### config.mk
export PLATFORM = sky130hd
export DESIGN_NAME = ecc_scrub_ctrl_flat
export DESIGN_NICKNAME = d
export VERILOG_FILES = /design/src/rtl/ecc_scrub_ctrl_pkg.sv /design/src/rtl/ecc_scrub_ctrl_if.sv /design/src/rtl/ecc_scrub_ctrl_sat_counter.sv /design/src/rtl/ecc_scrub_ctrl.sv /design/src/flat_wrapper.sv
export SDC_FILE = /design/constraint.sdc
export NUM_CORES = 1
export LEC_CHECK = 0
export ABC_AREA = 0
export CAP_MARGIN = 0
export CORE_AREA = 8 8 487 489
export DETAILED_ROUTE_END_ITERATION = 6
export DIE_AREA = 0 0 495 497
export SETUP_SLACK_MARGIN = 0.3
export SLEW_MARGIN = 15
export SYNTH_ARGS = -nofsm -noshare
export SYNTH_HDL_FRONTEND = slang
export SYNTH_SLANG_ARGS = --single-unit
### constraint.sdc
create_clock -name clk -period 6.7 [get_ports clk]
set_clock_uncertainty 0.2 [all_clocks]
set_input_delay 1.34 -clock clk [delete_from_list [all_inputs] [get_ports clk]]
set_output_delay 1.34 -clock clk [all_outputs]
set_load 0.01 [all_outputs]
### src/rtl/ecc_scrub_ctrl_pkg.sv
// ecc_scrub_pkg
// Shared types for the ECC background scrubber:
//   scrub_state_t : FSM state encoding (also exported on the debug port)
//   err_type_t    : event type reported on the error-event interface
package ecc_scrub_pkg;

    typedef enum logic [1:0] {
        S_IDLE      = 2'd0,
        S_CHECK     = 2'd1,
        S_WRITEBACK = 2'd2,
        S_REPORT    = 2'd3
    } scrub_state_t;

    // ERR_NONE is only the reset value of the event type register;
    // it is never presented with err_valid = 1.
    typedef enum logic [1:0] {
        ERR_NONE   = 2'b00,
        ERR_SINGLE = 2'b01,
        ERR_DOUBLE = 2'b10,
        ERR_PARITY = 2'b11
    } err_type_t;

endpackage

### src/rtl/ecc_scrub_ctrl_if.sv
// ecc_scrub_ctrl_if
// Error-event channel from the scrubber to its consumer.
//   err_valid : event present (driven by master)
//   err_ready : consumer accepts the event (driven by slave)
//   err_idx   : register index of the event
//   err_type  : event type (single / double / parity)
// Handshake: an event transfers on a clock edge where err_valid and
// err_ready are both 1. Once err_valid rises, err_idx and err_type stay
// stable and err_valid stays high until that transfer; err_ready may be
// driven freely and does not depend on err_valid.
interface ecc_scrub_ctrl_if
    import ecc_scrub_pkg::*;
#(
    parameter int IDX_W = 7
);
    logic             err_valid;
    logic             err_ready;
    logic [IDX_W-1:0] err_idx;
    err_type_t        err_type;

    modport master (
        output err_valid,
        output err_idx,
        output err_type,
        input  err_ready
    );

    modport slave (
        input  err_valid,
        input  err_idx,
        input  err_type,
        output err_ready
    );
endinterface

### src/rtl/ecc_scrub_ctrl_sat_counter.sv
// sat_counter
// Saturating up-counter with synchronous clear.
//   clk, reset_b : clock, asynchronous active-low reset
//   inc          : count up by one (ignored once at all-ones)
//   clr          : synchronous clear, wins over inc
//   count        : current value
module sat_counter #(
    parameter int WIDTH = 16
) (
    input  logic             clk,
    input  logic             reset_b,
    input  logic             inc,
    input  logic             clr,
    output logic [WIDTH-1:0] count
);

    always_ff @(posedge clk or negedge reset_b) begin
        if (!reset_b) begin
            count <= '0;
        end else if (clr) begin
            count <= '0;
        end else if (inc && (count != '1)) begin
            count <= count + 1'b1;
        end
    end

endmodule

### src/rtl/ecc_scrub_ctrl.sv
// ecc_scrub_ctrl
// Background scrubber for a bank of ecc_reg instances. Visits one register
// per cycle, repairs single-bit and parity errors by writing the corrected
// data back, reports every error on the event channel and keeps saturating
// counters of corrected (single) and uncorrectable (double) errors.
// Ports:
//   clk, reset_b      : clock, asynchronous active-low reset
//   scrub_en          : level enable for scanning
//   host_wr           : host write this cycle, stalls scrub write-back
//   reg_dout          : corrected data of every register
//   single/double/parity_bit_err : per-register error flags
//   w_en, w_din       : one-hot scrub write enable and shared write data
//   err               : error-event channel (master side)
//   sbe_count, dbe_count, clr_counts : error counters and their clear
//   dbg_state, dbg_idx: current FSM state and scan index
module ecc_scrub_ctrl
    import ecc_scrub_pkg::*;
#(
    parameter int NUM_REGS     = 100,
    parameter int NUM_REG_BITS = 8,
    parameter int CNT_WIDTH    = 16,
    localparam int IDX_W       = (NUM_REGS > 1) ? $clog2(NUM_REGS) : 1
) (
    input  logic                    clk,
    input  logic                    reset_b,
    input  logic                    scrub_en,
    input  logic                    host_wr,
    input  logic [NUM_REG_BITS-1:0] reg_dout [NUM_REGS],
    input  logic [NUM_REGS-1:0]     single_bit_err,
    input  logic [NUM_REGS-1:0]     double_bit_err,
    input  logic [NUM_REGS-1:0]     parity_bit_err,
    output logic [NUM_REGS-1:0]     w_en,
    output logic [NUM_REG_BITS-1:0] w_din,
    ecc_scrub_ctrl_if.master        err,
    output logic [CNT_WIDTH-1:0]    sbe_count,
    output logic [CNT_WIDTH-1:0]    dbe_count,
    input  logic                    clr_counts,
    output scrub_state_t            dbg_state,
    output logic [IDX_W-1:0]        dbg_idx
);

    scrub_state_t            state_q, state_d;
    logic [IDX_W-1:0]        idx_q, idx_d;
    logic [NUM_REG_BITS-1:0] w_din_q, w_din_d;
    logic                    err_valid_q, err_valid_d;
    logic [IDX_W-1:0]        err_idx_q, err_idx_d;
    err_type_t               err_type_q, err_type_d;
    logic                    handshake;

    function automatic logic [IDX_W-1:0] next_idx(input logic [IDX_W-1:0] i);
        if (i == IDX_W'(NUM_REGS - 1)) begin
            return '0;
        end
        return i + 1'b1;
    endfunction

    assign handshake = err_valid_q && err.err_ready;

    always_ff @(posedge clk or negedge reset_b) begin
        if (!reset_b) begin
            state_q     <= S_IDLE;
            idx_q       <= '0;
            w_din_q     <= '0;
            err_valid_q <= 1'b0;
            err_idx_q   <= '0;
            err_type_q  <= ERR_NONE;
        end else begin
            state_q     <= state_d;
            idx_q       <= idx_d;
            w_din_q     <= w_din_d;
            err_valid_q <= err_valid_d;
            err_idx_q   <= err_idx_d;
            err_type_q  <= err_type_d;
        end
    end

    always_comb begin
        state_d     = state_q;
        idx_d       = idx_q;
        w_din_d     = w_din_q;
        err_valid_d = err_valid_q;
        err_idx_d   = err_idx_q;
        err_type_d  = err_type_q;
        case (state_q)
            S_IDLE: begin
                if (scrub_en) begin
                    state_d = S_CHECK;
                end
            end
            S_CHECK: begin
                // Double wins over single, single over parity.
                if (double_bit_err[idx_q]) begin
                    err_idx_d   = idx_q;
                    err_type_d  = ERR_DOUBLE;
                    err_valid_d = 1'b1;
                    state_d     = S_REPORT;
                end else if (single_bit_err[idx_q]) begin
                    w_din_d    = reg_dout[idx_q];
                    err_idx_d  = idx_q;
                    err_type_d = ERR_SINGLE;
                    state_d    = S_WRITEBACK;
                end else if (parity_bit_err[idx_q]) begin
                    w_din_d    = reg_dout[idx_q];
                    err_idx_d  = idx_q;
                    err_type_d = ERR_PARITY;
                    state_d    = S_WRITEBACK;
                end else begin
                    idx_d = next_idx(idx_q);
                    if (!scrub_en) begin
                        state_d = S_IDLE;
                    end
                end
            end
            S_WRITEBACK: begin
                // The write lands in the first cycle the host leaves free.
                if (!host_wr) begin
                    err_valid_d = 1'b1;
                    state_d     = S_REPORT;
                end
            end
            S_REPORT: begin
                if (err.err_ready) begin
                    err_valid_d = 1'b0;
                    idx_d       = next_idx(idx_q);
                    state_d     = scrub_en ? S_CHECK : S_IDLE;
                end
            end
            default: begin
                state_d = S_IDLE;
            end
        endcase
    end

    // Registered state gated by host_wr so the host always wins the port.
    always_comb begin
        w_en = '0;
        if ((state_q == S_WRITEBACK) && !host_wr) begin
            w_en[idx_q] = 1'b1;
        end
    end

    assign w_din         = w_din_q;
    assign err.err_valid = err_valid_q;
    assign err.err_idx   = err_idx_q;
    assign err.err_type  = err_type_q;
    assign dbg_state     = state_q;
    assign dbg_idx       = idx_q;

    sat_counter #(.WIDTH(CNT_WIDTH)) u_sbe_cnt (
        .clk     (clk),
        .reset_b (reset_b),
        .inc     (handshake && (err_type_q == ERR_SINGLE)),
        .clr     (clr_counts),
        .count   (sbe_count)
    );

    sat_counter #(.WIDTH(CNT_WIDTH)) u_dbe_cnt (
        .clk     (clk),
        .reset_b (reset_b),
        .inc     (handshake && (err_type_q == ERR_DOUBLE)),
        .clr     (clr_counts),
        .count   (dbe_count)
    );

endmodule

### src/flat_wrapper.sv
// flat-port wrapper written by rule: the top's interface ports become plain ports
module ecc_scrub_ctrl_flat import ecc_scrub_pkg::*;
#(
    parameter int NUM_REGS     = 100,
    parameter int NUM_REG_BITS = 8,
    parameter int CNT_WIDTH    = 16,
    localparam int IDX_W       = (NUM_REGS > 1) ? $clog2(NUM_REGS) : 1
)
  (clk, reset_b, scrub_en, host_wr, reg_dout, single_bit_err, double_bit_err, parity_bit_err, w_en, w_din, sbe_count, dbe_count, clr_counts, dbg_state, dbg_idx, err_err_valid, err_err_idx, err_err_type, err_err_ready);
  ecc_scrub_ctrl_if #(.IDX_W((7))) err_i ();
  input  logic clk;
  input  logic reset_b;
  input  logic scrub_en;
  input  logic host_wr;
  input  logic [NUM_REG_BITS-1:0] reg_dout[NUM_REGS];
  input  logic [NUM_REGS-1:0] single_bit_err;
  input  logic [NUM_REGS-1:0] double_bit_err;
  input  logic [NUM_REGS-1:0] parity_bit_err;
  output logic [NUM_REGS-1:0] w_en;
  output logic [NUM_REG_BITS-1:0] w_din;
  output logic [CNT_WIDTH-1:0] sbe_count;
  output logic [CNT_WIDTH-1:0] dbe_count;
  input  logic clr_counts;
  output scrub_state_t dbg_state;
  output logic [IDX_W-1:0] dbg_idx;
  output wire logic [$bits(err_i.err_valid)-1:0] err_err_valid;
  output wire logic [$bits(err_i.err_idx)-1:0] err_err_idx;
  output wire logic [$bits(err_i.err_type)-1:0] err_err_type;
  input wire logic [$bits(err_i.err_ready)-1:0] err_err_ready;
  assign err_err_valid = err_i.err_valid;
  assign err_err_idx = err_i.err_idx;
  assign err_err_type = err_i.err_type;
  assign err_i.err_ready = err_err_ready;
  ecc_scrub_ctrl #(.NUM_REGS(NUM_REGS), .NUM_REG_BITS(NUM_REG_BITS), .CNT_WIDTH(CNT_WIDTH)) u_core (.clk(clk), .reset_b(reset_b), .scrub_en(scrub_en), .host_wr(host_wr), .reg_dout(reg_dout), .single_bit_err(single_bit_err), .double_bit_err(double_bit_err), .parity_bit_err(parity_bit_err), .w_en(w_en), .w_din(w_din), .err(err_i), .sbe_count(sbe_count), .dbe_count(dbe_count), .clr_counts(clr_counts), .dbg_state(dbg_state), .dbg_idx(dbg_idx));
endmodule
# --- Yosys cells after proc, flatten, opt, wreduce, memory -nomap -nowiden ---
# Index checks and enable logic that the tools add are counted.
totals:
  regBits: 59
  inputBits: 1106
  out_inout_bits: 159
  word_cells: 104
op_classes:
  addsub: 3
  order_cmp: 3
  n_eq_ne: 16
  mux: 52
  bitwise_logic: 2
  reduce_logical: 20
ops:
  columns: ["cell", "count"]
  rows:
  - ["100-bit two-way mux", 1]
  - ["7-bit two-way mux", 10]
  - ["16-bit two-way mux", 4]
  - ["8-bit binary-select mux with 7-bit select", 1]
  - ["16-bit by 1-bit adder with 16-bit output, second input constant", 2]
  - ["8-bit two-way mux", 4]
  - ["16-bit != test, second input constant", 2]
  - ["1-bit binary-select mux with 7-bit select", 3]
  - ["2-bit two-way mux", 10]
  - ["1-bit two-way mux", 15]
  - ["7-bit one-hot mux with 2 select lines", 1]
  - ["2-bit != test, second input constant", 6]
  - ["8-bit greater-or-equal comparator, second input constant", 1]
  - ["7-bit by 8-bit less-than comparator with 1-bit output, second input constant", 1]
  - ["7-bit NOT with 8-bit output", 1]
  - ["2-bit one-hot mux with 4 select lines", 1]
  - ["4-bit AND reduction", 2]
  - ["2-bit nonzero test", 4]
  - ["7-bit by 1-bit adder with 7-bit output, second input constant", 1]
  - ["1-bit demux with 7-bit select", 1]
  - ["7-bit == test, second input constant", 1]
  - ["7-bit by 1-bit greater-or-equal comparator with 1-bit output, second input constant", 1]
  - ["1-bit logical AND", 7]
  - ["2-bit == test, second input constant", 3]
  - ["11 further kinds", 13]

# --- Longest topological paths before layout ---
# Gate-level depths: netlist of run 1.
logic_depth:
  depth_word: 11
  ltp_mapped: 16
  depth_no_buf: 10

# --- Hierarchy ---
# From an unflattened synthesis of run 1, not the netlist that was laid out.
unflattened:
  cells_unflattened: 1506
  hier_area_um2: 11680.0
by_module_without_submodules:
  columns: ["module", "instances", "cells_per_inst", "area_per_inst_um2", "seq_area_each_um2"]
  rows:
  - ["ecc_scrub_ctrl", 1, 1314, 9806.9, 675.6]
  - ["sat_counter (u_core.u_dbe_cnt)", 1, 98, 942.2, 400.4]
  - ["sat_counter (u_core.u_sbe_cnt)", 1, 94, 930.9, 400.4]

# --- Worst setup path before layout of run 1 ---
# OpenSTA, ideal clock, no wires.
synth_path:
  path_type: "flip-flop to output port"
  from: "register u_core.idx_q[0] (netlist: u_core.dbg_idx[0])"
  to: "output port w_en[48]"
  arrival_time_ps: 2461
  t_required_ps: 5160
  setup_slack_ps: 2699
  path_stages_with_launch: 9
  n_path_buf: 5
  cell_sequence: "dfrtp_1 > buf_6 > buf_6 > nor3_1 > buf_2 > buf_1 > clkbuf_1 > nand2_1 > nor2_1"
synth_between:
  elab_chain_len: 5
  word_cells_on_any_way: 6
  cone_classes: "order compare: 2; mux: 3; reduce/logical: 1"
synth_lines:
  columns: ["item", "line_no", "rtl"]
  rows:
  - ["start: declaration", "ecc_scrub_ctrl.sv:43", "logic [IDX_W-1:0] idx_q, idx_d;"]
  - ["start signal: assignment", "ecc_scrub_ctrl.sv:69", "idx_q <= idx_d;"]
  - ["7-bit by 8-bit less-than comparator with 1-bit output (implied by the code) / 7-bit by 1-bit greater-or-equal comparator with 1-bit output (equally long branches)", "ecc_scrub_ctrl.sv:138", "w_en[idx_q] = 1'b1;"]
  - ["1-bit logical AND (implied by the code)", "ecc_scrub_ctrl.sv:138", null]
  - ["1-bit two-way mux (implied by the code)", "ecc_scrub_ctrl.sv:138", null]
  - ["1-bit demux with 7-bit select (*)", null, null]
  - ["100-bit two-way mux (*)", "ecc_scrub_ctrl.sv:137", "if ((state_q == S_WRITEBACK) && !host_wr) begin"]
  - ["end: declaration", "flat_wrapper.sv:19", "output logic [NUM_REGS-1:0] w_en;"]
# Every way passes the cells marked *; elsewhere a longest branch is shown, timed or not.

# --- Worst setup path after layout of run 1 ---
layout_path:
  from: "register u_core.idx_q[2] (netlist: u_core.dbg_idx[2])"
  to: "output port w_en[36]"
# The elaborated chain is that of the path after synthesis.

==> results of run 1 <==
[cells in the final DEF (no fill, tap or decap), types with 7 or more instances in the layout]
| cell type | netlist | final |
|---|---|---|
| a221oi_1 | 101 | 100 |
| nor3_1 | 13 | 12 |
| buf_12 | 0 | 10 |
| a22oi_1 | 172 | 172 |
| mux4_2 | 54 | 54 |
| a31oi_1 | 21 | 21 |
| o21ai_0 | 53 | 51 |
| xor2_1 | 13 | 13 |
| inv_1 | 12 | 9 |
| a211oi_1 | 12 | 10 |
| a21oi_1 | 72 | 69 |
| clkdlybuf4s50_1 | 0 | 1263 |
| a22o_1 | 45 | 45 |
| clkbuf_16 | 0 | 9 |
| mux2_2 | 65 | 65 |
| and3_1 | 11 | 10 |
| diode_2 | 0 | 45 |
| a41oi_1 | 7 | 7 |
| nand4_1 | 33 | 33 |
| nand3_1 | 25 | 25 |
| nor2_1 | 203 | 195 |
| o22ai_1 | 17 | 17 |
| xnor2_1 | 14 | 14 |
| a221o_1 | 14 | 14 |
| nand2_1 | 105 | 102 |
| mux2i_1 | 95 | 94 |
| dfrtp_1 | 59 | 54 |
| buf_4 | 7 | 79 |
[logic make-up after synthesis]
group,count (synthesis),share of synthesized area [%]
flip-flops,59,12.6
AND/OR/NAND/NOR,445,17.2
XOR/XNOR,27,2.02
multiplexers,219,25.3
adder cells (fa/ha/maj),3,0.321
AO/OA/AOI/OAI,558,35.2
buffers and inverters,171,7.38
[final timing paths]
check                                       from                   endpoint  slack (ns)  cells after the start
setup / recovery               u_core.dbg_idx[2]                   w_en[36]        1.25                      4
hold / removal             u_core.err.err_idx[1]      u_core.err.err_idx[1]        0.29                      2
setup reg to reg               u_core.dbg_idx[1]          u_core.dbg_idx[1]        1.65                     11
hold reg to reg            u_core.err.err_idx[1]      u_core.err.err_idx[1]        0.29                      2
max in group asynchronous                reset_b          u_core.dbg_idx[1]        4.66                      1
min in group asynchronous                reset_b  u_core.u_sbe_cnt.count[5]        0.88                      1
[through the flow]
step	area, µm²	cells	total power [mW]	hold slack [ns]	utilization [%]
floorplan	11700	1482	4.27	0.310	-
global placement	28300	5702	10.1	0.266	12.4
detailed placement	28300	5703	10.1	0.281	12.4
CTS	28600	5719	10.7	0.294	12.5
global route	28700	5737	10.8	0.308	12.5
finish	28700	5764	10.1	0.290	12.6
[worst reg2reg max path: cells and delay by family, from the launching register on]
| family | cells | cell delay [ns] |
|---|---|---|
| AOI/OAI and AO/OA | 4 | 1.65 |
| muxes | 1 | 0.35 |
| and+or+nand+nor | 4 | 1.33 |
| buffers and inverters | 2 | 0.65 |
| DFF | 1 | 0.76 |
[flip-flops by register name (all words and copies together) (netlist names), named ones only]
register                count
u_core.dbg_state            1
u_core.err.err_type         2
u_core.dbg_idx              7
u_core.u_sbe_cnt.count     16
u_core.err.err_valid        1
u_core.u_dbe_cnt.count     16
u_core.w_din                8
u_core.err.err_idx          7
[cell type report]
type	instances	area, µm²	share of cell area [%]
clock inverters	4	51.3	0.178
multi-input cells	1252	9560	33.3
diodes	45	113	0.392
repair buffers	1352	13400	46.7
well taps	3026	3790	13.2
inverters	14	56.3	0.196
clock buffers	12	246	0.857
flip-flops and latches	59	1500	5.20
[metal layers]
metal  vias up  share of wire, %  global-route usage [%]
met3       300               8.4                    4.74
met5         -              0.22                       0
li1       8417                 -                       -
met2      1455                47                    27.0
met4        66               3.1                    4.27
met1      9754                41                    19.1
[power breakdown]
part	switching (mW)	leakage, nW	total, mW	internal [mW]
Sequential	0.328	0.767	0.777	0.449
Combinational	5.91	8.31	8.85	2.94
Clock	0.218	0.143	0.517	0.298
==> metrics.md, run 1 <==
| Metric | Value |
|---|---|
| Vias post-DR | 20000 |
| Crit path cell chain | nor3b_4 -> nand2_1 -> nor2_1 -> clkdlybuf4s50_1 |
| Final setup vio count | 0 |
| Worst slew pin tran | 1.33 ns |
| Syn Inst Count | 1482 |
| Syn nets | 2591 |
| Final Max Slew Viols | 0 |
| GRT Total Usage | 15.8% |
| Cell Rows | 176 |
| Post-synth top area cell | dfrtp_1 |
| Antenna-violating nets left | 0 |
| Fin worst setup slack | 1.25 ns |
| Placer Congestion | 0.956 |
| WP buf/inv | 1 |
| Fin crit period | 5.45 ns |
| Fmax | 184 MHz |
| Post-synth top cells | 203 x nor2_1, 172 x a22oi_1, 105 x nand2_1, 101 x a221oi_1, 95 x mux2i_1 |
| Outcome | finished, final reports clean |
| Slowest CP cell | nor3b_4 |
| Ranking of synthesized cells by area | dfrtp_1 13%, a22oi_1 11%, mux4_2 10%, mux2i_1 8.1%, a221oi_1 7.6% |
| Die Area | 246000 µm² |
| Post-Route WL | 206000 µm |
| CP required | 5.16 ns |
| Setup bufs post-CTS | 0 |
| Unrepaired setup endpoints after global routing | false |
| Post-CTS resize count | 0 |
| Post-synth EDFFs | 0 |
| First-pass GRT wire length | 249000 µm |
| Worst path max stage delay | 0.84 ns |
| Dpl ws | 1.23 ns |
| CP Launch Type | register |
| Hold Path Class | register to register |
| 1st-iter DRT viols | 1669 |
| Initial antenna violation count | 140 |
| CTS Sinks | 59 |
| Leak | 9.22 nW |
| Asr flop ratio synth | 100% |
| Synth cell types | 76 |
| Syn Area/Cell | 7.89 µm² |
| Share of cells above drive strength 1 | 10.3% |
| Pre-Repair DR Iteration Count | 6 |
| Pwr dens | 353 nW/µm² |
| Clock Latency Late Sink | 0.39 ns |
| Largest net degree at the start of global routing | 74 |
| CTS max path bufs | 2 |
| Worst slew margin | 10.9% |
| Yosys Warn Count | 0 |
| Crit path kind | register to output pin |
| # IOs | 1265 |
| Setup TNS | 0 ns |
| Vias in the first global route | 20800 |
| Post-layout nets | 3797 |
| Crit-path max FO | 32 |
| H-tree Lvls | 3 |
| CTS tree | yes |
| Peak supply drop | 213 µV |
| Initial Utilization | 5.10% |
| Crit share post-route | 81.3% |
| Die span in y | 497 µm |
| CP top delay family | simple AND/OR/NAND/NOR gates |
| Die X-Extent | 495 µm |
| # DRC | 0 |
| DR WL/cell | 35.8 µm |
| Clk slew on worst S/H paths | 0.06 ns |
| Count leader, synth | nor2_1 |
| Synthesized flop and latch total | 59 |
| CP Data Arrival Time | 3.91 ns |
| FILL cells | 26300 |
| CTS Buf Count | 9 |
| Core area | 229000 µm² |
| CTS Hold Buffers Added | 0 |
| Sequential area share after synthesis | 12.6% |
| Final hold viol count | 0 |
| Global route total overflow | 0 |
| Crit end category | output pin |
| Layout Area Growth over Synthesis | 146% |
| Post-synthesis instance area | 11700 µm² |
| Root Driver | clkbuf_16 |
| IO buf count | 1264 |
| Vias per cell | 3.47 |
| Post-synth top area share | 12.6% |
| Predominant post-synthesis flop cell | dfrtp_1 |
| Max Cap Viol | 0 |
| DP HPWL | 179000 µm |
(Power assumes the default switching activity.)
==> run 2: changes to the inputs <==
--- a/config.mk
+++ b/config.mk
@@ -7,9 +7,9 @@
 export LEC_CHECK = 0
 export ABC_AREA = 0
 export CAP_MARGIN = 0
-export CORE_AREA = 8 8 487 489
+export CORE_AREA = 8 8 483 485
 export DETAILED_ROUTE_END_ITERATION = 6
-export DIE_AREA = 0 0 495 497
+export DIE_AREA = 0 0 491 493
 export SETUP_SLACK_MARGIN = 0.3
 export SLEW_MARGIN = 15
 export SYNTH_ARGS = -nofsm -noshare
==> constraint.sdc (replaced) <==
create_clock -name clk -period 5.3 [get_ports clk]
set_clock_uncertainty 0.2 [all_clocks]
set_input_delay 1.06 -clock clk [delete_from_list [all_inputs] [get_ports clk]]
set_output_delay 1.06 -clock clk [all_outputs]
set_load 0.01 [all_outputs]
==> metrics.md, run 2 (same netlist as run 1, synthesis figures left out) <==
| Metric | Value |
|---|---|
| FILL cells | 26000 |
| Outcome | complete, but fails checks |
| Most common cell after layout, fill and taps aside | clkdlybuf4s50_1 |
| Max Cap Viol | 0 |
| DR WL/cell | 35.0 µm |
| Fin crit period | 4.87 ns |
| Clock Latency Late Sink | 0.38 ns |
| Pwr dens | 446 nW/µm² |
| Die Area | 242000 µm² |
| Worst slew pin tran | 1.17 ns |
| Crit end category | output pin |
| DP HPWL | 180000 µm |
| # IOs | 1265 |
| Crit path kind | input port to output pin |
| RR Endpoint | u_core.w_din[3] |
| Worst R2R Path Depth | 9 |
| WHS Path Cells | 2 |
| Pre-Repair DR Iteration Count | 7 |
| Fmax | 206 MHz |
| Post-layout nets | 3857 |
| H-tree Lvls | 3 |
| Worst path depth | 6 |
| RR Startpoint | u_core.dbg_idx[2] |
| Die span in y | 493 µm |
| Crit-path max FO | 12 |
| CTS Hold Buffers Added | 0 |
| Failing checks | DRC |
| Commonest cells after routing, fill and taps aside | 1254 x clkdlybuf4s50_1, 196 x nor2_1, 172 x a22oi_1 |
| Final hold viol count | 0 |
| Inst Count DP | 5746 |
| Initial antenna violation count | 116 |
| CTS Sinks | 59 |
| Hold Path Class | register to register |
| # DRC | 4 |
| IO buf count | 1264 |
| GRT Total Usage | 15.7% |
| WP buf/inv | 3 |
| Unrepaired setup endpoints after global routing | false |
| Worst path max stage delay | 0.60 ns |
| Critical Path Source | host_wr |
| CP Data Arrival Time | 3.61 ns |
| Vias per cell | 3.50 |
| Core area | 226000 µm² |
| First-pass GRT wire length | 248000 µm |
| Cell repeated most along the worst path | clkdlybuf4s50_1 |
| Largest net degree at the start of global routing | 53 |
| CP top delay family | buffers and inverters |
| CP required | 4.04 ns |
| Non-filler cells, final | 5799 |
| CTS max path bufs | 2 |
| Vias post-DR | 20300 |
| Global route total overflow | 0 |
| Antenna-violating nets left | 0 |
| Reg2reg setup slack | 0.74 ns |
| 1st-iter DRT viols | 1805 |
| Slowest CP cell | clkdlybuf4s50_1 |
| Clk slew on worst S/H paths | 0.06 ns |
| Leak | 9.53 nW |
| Crit path to | w_en[46] |
| Util after Layout | 12.9% |
| Peak supply drop | 217 µV |
| CTS Buf Count | 9 |
| Die X-Extent | 491 µm |
| CP Launch Type | input port |
| Root Driver | clkbuf_16 |
| Crit share post-route | 91.8% |
| Placer Congestion | 0.905 |
| Share of cells above drive strength 1 | 12.3% |
| CTS tree | yes |
| Final setup vio count | 0 |
| Final Max Slew Viols | 0 |
| Worst hold slack | 0.281 ns |
| Crit path cell chain | clkdlybuf4s50_1 -> nor3b_2 -> buf_4 -> nand2_1 -> nor2_1 -> clkdlybuf4s50_1 |
| Post-Route WL | 203000 µm |
| Pwr Total | 13.0 mW |
| Worst slew margin | 22.1% |
| Cell Rows | 175 |
| Initial Utilization | 5.17% |
| Layout Area Growth over Synthesis | 149% |
| Vias in the first global route | 21200 |
| Setup TNS | 0 ns |
## run 2: worst reg2reg max path, delay by kind of cell, from the launching register on
kind,cells,cell delay [ns]
AO/OA/AOI/OAI,4,1.49
flip-flops,1,0.66
buffers and inverters,1,0.43
AND/OR/NAND/NOR,3,1.21
multiplexers,1,0.46
## run 2: power by group
part / total [mW] / internal [mW] / switching [mW] / leakage (nW)
sequential: 0.836 / 0.570 / 0.266 / 0.767
clock: 0.658 / 0.377 / 0.282 / 0.139
combinational: 11.5 / 4.00 / 7.50 / 8.63
## run 2: area by class of cell
class	instances	area, µm²	share of cell area [%]
clock buffers	12	246	0.845
flip-flops and latches	59	1500	5.13
repair buffers	1412	13900	47.7
clock inverters	4	50.0	0.172
diodes	37	92.6	0.318
inverters	14	55.1	0.189
well taps	3009	3760	12.9
multi-input cells	1252	9540	32.7
## run 2: layer usage
| metal | vias to the layer above | share of wire [%] | track usage [%] | wire length [µm] |
|---|---|---|---|---|
| met4 | 46 | 3.1 | 4.29 | 6340 |
| li1 | 8520 | - | - | - |
| met3 | 276 | 8.1 | 4.29 | 16400 |
| met2 | 1585 | 48 | 27.3 | 97500 |
| met1 | 9898 | 41 | 19.1 | 82600 |
| met5 | - | 0.15 | 0 | 303 |
## run 2: repair_timing
action | in CTS | in global routing
resized for setup | 1 | 0
endpoints found under the setup margin | 1 | 0
setup buffers | 0 | 0
## run 2: stage by stage
| stage | area (µm²) | setup slack, ns |
|---|---|---|
| after detailed placement | 28800 | 0.342 |
| after global placement | 28700 | 0.269 |
| after floorplan | 11700 | 1.58 |
| final | 29200 | 0.434 |
| after global routing | 29100 | 0.348 |
| after CTS | 29100 | 0.341 |
## run 2: how the worst min path moves through the flow
| stage | start | end | slack [ns] |
|---|---|---|---|
| after detailed placement | u_core.err.err_idx[1] | u_core.err.err_idx[1] | 0.27 |
| after CTS | u_core.err.err_idx[1] | u_core.err.err_idx[1] | 0.29 |
| final | u_core.err.err_idx[1] | u_core.err.err_idx[1] | 0.28 |
| after floorplan | u_core.err.err_idx[0] | u_core.err.err_idx[0] | 0.31 |
| after global placement | u_core.err.err_idx[2] | u_core.err.err_idx[2] | 0.27 |
| after global routing | u_core.err.err_idx[0] | u_core.err.err_idx[0] | 0.30 |
==> run 3: changes to the inputs <==
--- a/config.mk
+++ b/config.mk
@@ -8,6 +8,7 @@
 export ABC_AREA = 0
 export CAP_MARGIN = 0
 export CORE_AREA = 8 8 483 485
+export CTS_CLUSTER_SIZE = 14
 export DETAILED_ROUTE_END_ITERATION = 6
 export DIE_AREA = 0 0 491 493
 export SETUP_SLACK_MARGIN = 0.3
==> results of run 3 <==
The final DEF is identical to that of run 2; final timing and power are the same.
